$ cat config.mk
export PLATFORM = sky130hd
export DESIGN_NAME = kersram_rd_seq
export DESIGN_NICKNAME = d
export VERILOG_FILES = /design/src/rtl/kersram_rd_seq.sv
export SDC_FILE = /design/constraint.sdc
export NUM_CORES = 1
export LEC_CHECK = 0
export ABC_AREA = 0
export CORE_MARGIN = 1.5
export CORE_UTILIZATION = 53
export DETAILED_ROUTE_END_ITERATION = 7
export PLACE_DENSITY = 0.8
export SYNTH_ARGS = -nofsm -noshare
export SYNTH_HDL_FRONTEND = slang
export SYNTH_SLANG_ARGS = --single-unit
$ cat constraint.sdc
create_clock -name clk_i -period 5.8 [get_ports clk_i]
set_input_delay 1.74 -clock clk_i [delete_from_list [all_inputs] [get_ports clk_i]]
set_output_delay 1.74 -clock clk_i [all_outputs]
set_load 0.02 [all_outputs]
$ cat src/rtl/kersram_rd_seq.sv
// Kernel-SRAM read sequencer: walks base + ker*once_cp + cp per column output
// and kernel group, issuing one read per cycle staggered one cycle per bank.
module kersram_rd_seq #(
    parameter int unsigned NUM_BANK = 8,
    parameter int unsigned ADDR_W   = 11,
    parameter int unsigned RD_LAT   = 1,
    parameter int unsigned CNT_W    = 10
) (
    input  logic                         clk_i,
    input  logic                         reset_ni,
    input  logic                         start_i,
    input  logic [CNT_W-1:0]             cfg_ch_addr_i,
    input  logic [3:0]                   cfg_cp_pix_i,
    input  logic [CNT_W-1:0]             cfg_ker_grp_i,
    input  logic [CNT_W-1:0]             cfg_colout_i,
    input  logic [ADDR_W-1:0]            cfg_base_i,
    input  logic                         stall_i,
    output logic                         busy_o,
    output logic                         done_o,
    output logic                         cfg_err_o,
    output logic [NUM_BANK-1:0]          cen_o,
    output logic [NUM_BANK-1:0]          wen_o,
    output logic [NUM_BANK*ADDR_W-1:0]   addr_o,
    output logic [NUM_BANK-1:0]          valid_o,
    output logic [NUM_BANK-1:0]          final_o
);

    localparam int unsigned PIPE_LEN = NUM_BANK + RD_LAT;
    localparam int unsigned PROD_W   = 2 * CNT_W;
    localparam int unsigned DRN_W    = $clog2(PIPE_LEN + 1);

    typedef enum logic [2:0] {
        S_IDLE,
        S_LOAD,
        S_RUN,
        S_DRAIN,
        S_DONE
    } state_e;

    state_e state_q, state_d;

    logic [CNT_W-1:0]  once_cp_q, ker_grp_q, colout_q;
    logic [ADDR_W-1:0] base_q;
    logic [CNT_W-1:0]  cp_q, col_q, ker_q;
    logic [ADDR_W-1:0] ker_off_q;
    logic [DRN_W-1:0]  drain_q;

    logic [PIPE_LEN-1:0] en_q, fin_q;
    logic [ADDR_W-1:0]   adr_q [NUM_BANK];

    logic busy_q, done_q, cfg_err_q;

    logic [PROD_W-1:0] prod_c;
    logic              cfg_bad_c;
    logic              cp_last_c, col_last_c, ker_last_c, last_c;
    logic              issue_c;
    logic [ADDR_W-1:0] a0_c;

    // once_cp at double width so an oversize product is detectable
    assign prod_c    = PROD_W'(cfg_ch_addr_i) * PROD_W'(cfg_cp_pix_i);
    assign cfg_bad_c = (cfg_ch_addr_i == '0) || (cfg_cp_pix_i == '0) ||
                       (cfg_ker_grp_i == '0) || (cfg_colout_i == '0) ||
                       (|prod_c[PROD_W-1:CNT_W]);

    assign cp_last_c  = (cp_q  == once_cp_q - CNT_W'(1));
    assign col_last_c = (col_q == colout_q  - CNT_W'(1));
    assign ker_last_c = (ker_q == ker_grp_q - CNT_W'(1));
    assign last_c     = cp_last_c && col_last_c && ker_last_c;
    assign a0_c       = base_q + ker_off_q + ADDR_W'(cp_q);

    // state register
    always_ff @(posedge clk_i) begin
        if (!reset_ni) begin
            state_q <= S_IDLE;
        end else begin
            state_q <= state_d;
        end
    end

    // next state and issue decision
    always_comb begin
        state_d = state_q;
        issue_c = 1'b0;
        case (state_q)
            S_IDLE: begin
                if (start_i) state_d = S_LOAD;
            end
            S_LOAD: begin
                state_d = cfg_bad_c ? S_DONE : S_RUN;
            end
            S_RUN: begin
                if (!stall_i) begin
                    issue_c = 1'b1;
                    if (last_c) state_d = S_DRAIN;
                end
            end
            S_DRAIN: begin
                if (drain_q == DRN_W'(PIPE_LEN - 1)) state_d = S_DONE;
            end
            S_DONE: begin
                state_d = S_IDLE;
            end
            default: state_d = S_IDLE;
        endcase
    end

    // layer config and walk counters
    always_ff @(posedge clk_i) begin
        if (!reset_ni) begin
            once_cp_q <= '0;
            ker_grp_q <= '0;
            colout_q  <= '0;
            base_q    <= '0;
            cp_q      <= '0;
            col_q     <= '0;
            ker_q     <= '0;
            ker_off_q <= '0;
            drain_q   <= '0;
        end else begin
            if (state_q == S_LOAD) begin
                once_cp_q <= prod_c[CNT_W-1:0];
                ker_grp_q <= cfg_ker_grp_i;
                colout_q  <= cfg_colout_i;
                base_q    <= cfg_base_i;
                cp_q      <= '0;
                col_q     <= '0;
                ker_q     <= '0;
                ker_off_q <= '0;
            end else if (issue_c) begin
                if (!cp_last_c) begin
                    cp_q <= cp_q + CNT_W'(1);
                end else begin
                    cp_q <= '0;
                    if (!col_last_c) begin
                        col_q <= col_q + CNT_W'(1);
                    end else begin
                        col_q     <= '0;
                        ker_q     <= ker_q + CNT_W'(1);
                        ker_off_q <= ker_off_q + ADDR_W'(once_cp_q);
                    end
                end
            end
            drain_q <= (state_q == S_DRAIN) ? drain_q + DRN_W'(1) : '0;
        end
    end

    // stagger delay line; bubbles carry address 0 so banks idle at addr 0
    always_ff @(posedge clk_i) begin
        if (!reset_ni) begin
            en_q  <= '0;
            fin_q <= '0;
            for (int unsigned i = 0; i < NUM_BANK; i++) adr_q[i] <= '0;
        end else begin
            en_q     <= {en_q[PIPE_LEN-2:0], issue_c};
            fin_q    <= {fin_q[PIPE_LEN-2:0], issue_c & cp_last_c};
            adr_q[0] <= issue_c ? a0_c : '0;
            for (int unsigned i = 1; i < NUM_BANK; i++) adr_q[i] <= adr_q[i-1];
        end
    end

    // status flags follow the state being entered
    always_ff @(posedge clk_i) begin
        if (!reset_ni) begin
            busy_q    <= 1'b0;
            done_q    <= 1'b0;
            cfg_err_q <= 1'b0;
        end else begin
            busy_q    <= (state_d != S_IDLE);
            done_q    <= (state_d == S_DONE);
            cfg_err_q <= (state_q == S_LOAD) && cfg_bad_c;
        end
    end

    for (genvar i = 0; i < NUM_BANK; i++) begin : g_bank
        assign addr_o[i*ADDR_W +: ADDR_W] = adr_q[i];
    end

    assign cen_o     = ~en_q[NUM_BANK-1:0];
    assign wen_o     = '1;
    assign valid_o   = en_q[PIPE_LEN-1:RD_LAT];
    assign final_o   = fin_q[PIPE_LEN-1:RD_LAT];
    assign busy_o    = busy_q;
    assign done_o    = done_q;
    assign cfg_err_o = cfg_err_q;

endmodule
==> results.yml <==
status:
  status: "finished, final reports clean"
timing:
  worst_pin_slew_ps: 1040
  finalHoldViolations: 0
  fin_crit_ps: 5200
  timing.setup.tns_ps: 0
  finalSetupViolations: 0
  rsz0062_at_grt: "false"
  final_max_slew_viol_count: 0
  max_slew_margin_pct: 30.6
  max_freq_ghz: 0.192
  fin_crit_sh_pct: 89.7
  fin_skew_ps: 12.0
synth:
  syn_area_um2: 9780
  synth.cells.most_frequent: "dfxtp_1 (198), and2_1 (124), nand2_1 (69)"
  synth_async_sr_flop_share_pct: 0
  synth_flop_cell: "dfxtp_1"
  syn_inst: 1062
  seq_area_frac_synth_pct: 40.5
  yosysUniqueCellTypes: 69
  synth_area_leaders: "dfxtp_1 (41%), and2_1 (7.9%), ha_1 (5.8%)"
  synth_top_area_share_pct: 40.5
  syn_avg_cell_area_um2: 9.21
  synth-edff-count: 0
  yosysTopAreaCell: "dfxtp_1"
  ys_seq_elements: 198
  yosysMostFrequentCell: "dfxtp_1"
  yosys_warnings: 0
critical_path:
  r2r-end: "adr_q[0][10]"
  critPathKind: "in2reg"
  arrival_ps: 5590
  critPathMaxFanout: 11
  crit_path_start_kind: "input pin"
  crit_required_ps: 6190
  worstRegToRegCells: 9
  reg2reg_from: "cp_q[2]"
  end_kind: "flip-flop"
  cp-endpoint: "state_q[1]"
  startpoint: "cfg_cp_pix_i[3]"
  r2r_slack_ps: 2550
clock_network:
  clk-insertion-delay-late_ps: 440
  cts_buffers: 17
  clock_sinks: 198
  path_clk_slew_ps: 80
  cts_root_buffer: "clkbuf_16"
  post_cts_buffers: 0
  postCtsResizedCells: 0
  cts_hold_buf: 0
  clockBufferDepth: 2
  h-tree-depth: 4
  cts_tree: "done"
detailed_routing:
  wl_per_cell_um: 14.9
  dr_total_vias: 7823
  drt_iter0_markers: 457
  vias_per_cell: 5.47
  finalWirelength_mm: 21.3
  drc: 0
  final_antenna_net_count: 0
  drtPass1Iterations: 5
placed_design:
  gp_congestion: 0.860
  dp_hpwl_mm: 15.9
  io_buffers: 163
finish:
  antenna_cells: 0
  fillers: 1440
  top_register: "adr_q"
  largestRegisters: "adr_q x88, base_q x11, ker_off_q x11"
  drive_gt1_share_pct: 4.75
  fin_nets: 1309
  syn_to_final_growth_pct: 23.5
  largest_reg_flops: 88
power:
  leakage_nw: 4.84
  power.density_nw_per_um2: 260
  finalPower_mw: 3.14
  ir_drop_mv: 0.216
global_route:
  grt_pass1_wl_mm: 34.6
  first_global_vias: 7062
  grt-ovfl-total: 0
  grt_max_degree: 82
  track_usage_pct: 21.9
  antenna_found_initial: 0
die:
  fp.dieH_um: 139
  rows: 49
  coreArea_um2: 18000
  die_w_um: 139
  start_util_pct: 54.3
  io-pin-count: 172
  die_area_um2: 19300
job:
  max-cap-violations: 0
hold_path:
  whs_path_depth: 1
  hold_class: "reg2reg"
==> layout by cell type, fill, tap and decap left out, types with 3 or more instances in the layout <==
master,instances
o21ai_0,38
o2111ai_1,4
a21o_1,3
a22o_1,30
inv_12,8
nor2b_1,9
nor3_1,26
o31ai_1,7
clkdlybuf4s50_1,162
clkinv_8,3
o211ai_1,7
xnor2_1,40
o21a_1,8
xor2_1,20
or3_1,10
buf_4,6
nand2_1,69
conb_1,8
a31o_1,4
dfxtp_1,198
inv_1,63
a31oi_1,8
mux2i_1,9
a21oi_1,35
nand3_1,38
and3_1,10
nand2b_1,8
a221o_1,3
o31a_1,3
nor3b_1,4
ha_1,45
clkbuf_16,17
nor4_1,8
or4_1,5
fa_1,28
and2_1,124
nand4_1,9
a2111oi_0,3
nor2_1,62
or2_2,6
==> layer usage <==
layer  share of wire, %  track usage (%)
met2                 49             37.2
met5                  0                0
met1                 45             28.3
met3                4.6             3.49
met4                1.8             7.73
==> critical path: stages <==
cell	delay (ps)
clkdlybuf4s50_1	570
and2_1	250
fa_1	530
inv_1	50
fa_1	520
inv_1	40
ha_1	370
nand3_1	120
o2111a_1	280
or3_1	370
o211ai_1	180
o2111ai_1	220
o21ai_0	210
and2_1	140
==> power breakdown <==
| group | switching, mW | total, mW | internal [mW] |
|---|---|---|---|
| combinational | 0.252 | 0.466 | 0.214 |
| clock | 0.638 | 1.25 | 0.613 |
| sequential | 0.0370 | 1.42 | 1.39 |
| total | 0.927 | 3.14 | 2.21 |
==> cell families (layout without fill, tap and decap cells) <==
logic type / Yosys count / count (layout) / share of synthesized area (%)
AOI/OAI and AO/OA: 182 / 182 / 13.1
buffers and inverters: 133 / 264 / 6.10
and+or+nand+nor: 405 / 405 / 22.3
xor gates and xnor gates: 60 / 60 / 5.37
adders and majority gates: 73 / 73 / 11.5
DFF: 198 / 198 / 40.5
other: 1 / 8 / 0.0383
muxes: 10 / 10 / 1.04
==> how the worst min path moves through the flow <==
| stage | start | endpoint | slack (ps) |
|---|---|---|---|
| 2_1_floorplan | fin_q[0] | fin_q[1] | 410 |
| 3_3_place_gp | fin_q[0] | fin_q[1] | 420 |
| 3_5_place_dp | fin_q[0] | fin_q[1] | 420 |
| 4_1_cts | fin_q[0] | fin_q[1] | 440 |
| 5_1_grt | adr_q[1][16] | adr_q[2][5] | 470 |
| 6_report | fin_q[0] | fin_q[1] | 440 |
==> through the flow <==
stage | setup WS [ps] | cells | hold slack, ps | utilization, % | instance area (um2)
3_3_place_gp | 258 | 1397 | 422 | 63.4 | 11400
5_1_grt | 370 | 1429 | 469 | 67.0 | 12100
4_1_cts | 609 | 1429 | 439 | 67.0 | 12100
3_5_place_dp | 148 | 1397 | 421 | 63.4 | 11400
2_1_floorplan | 938 | 1069 | 412 | - | 9810
6_report | 599 | 1429 | 438 | 67.0 | 12100
==> area by class of cell <==
type	instances	area (um2)	share of cell area, %
timing repair buffer	169	1670	13.8
inverter	63	236	1.96
clock inverter	15	219	1.81
multi-input combinational	738	5280	43.7
clock buffer	17	425	3.52
tap	229	287	2.37
sequential	198	3960	32.8
Note: power is estimated with default switching activity, not from simulation.
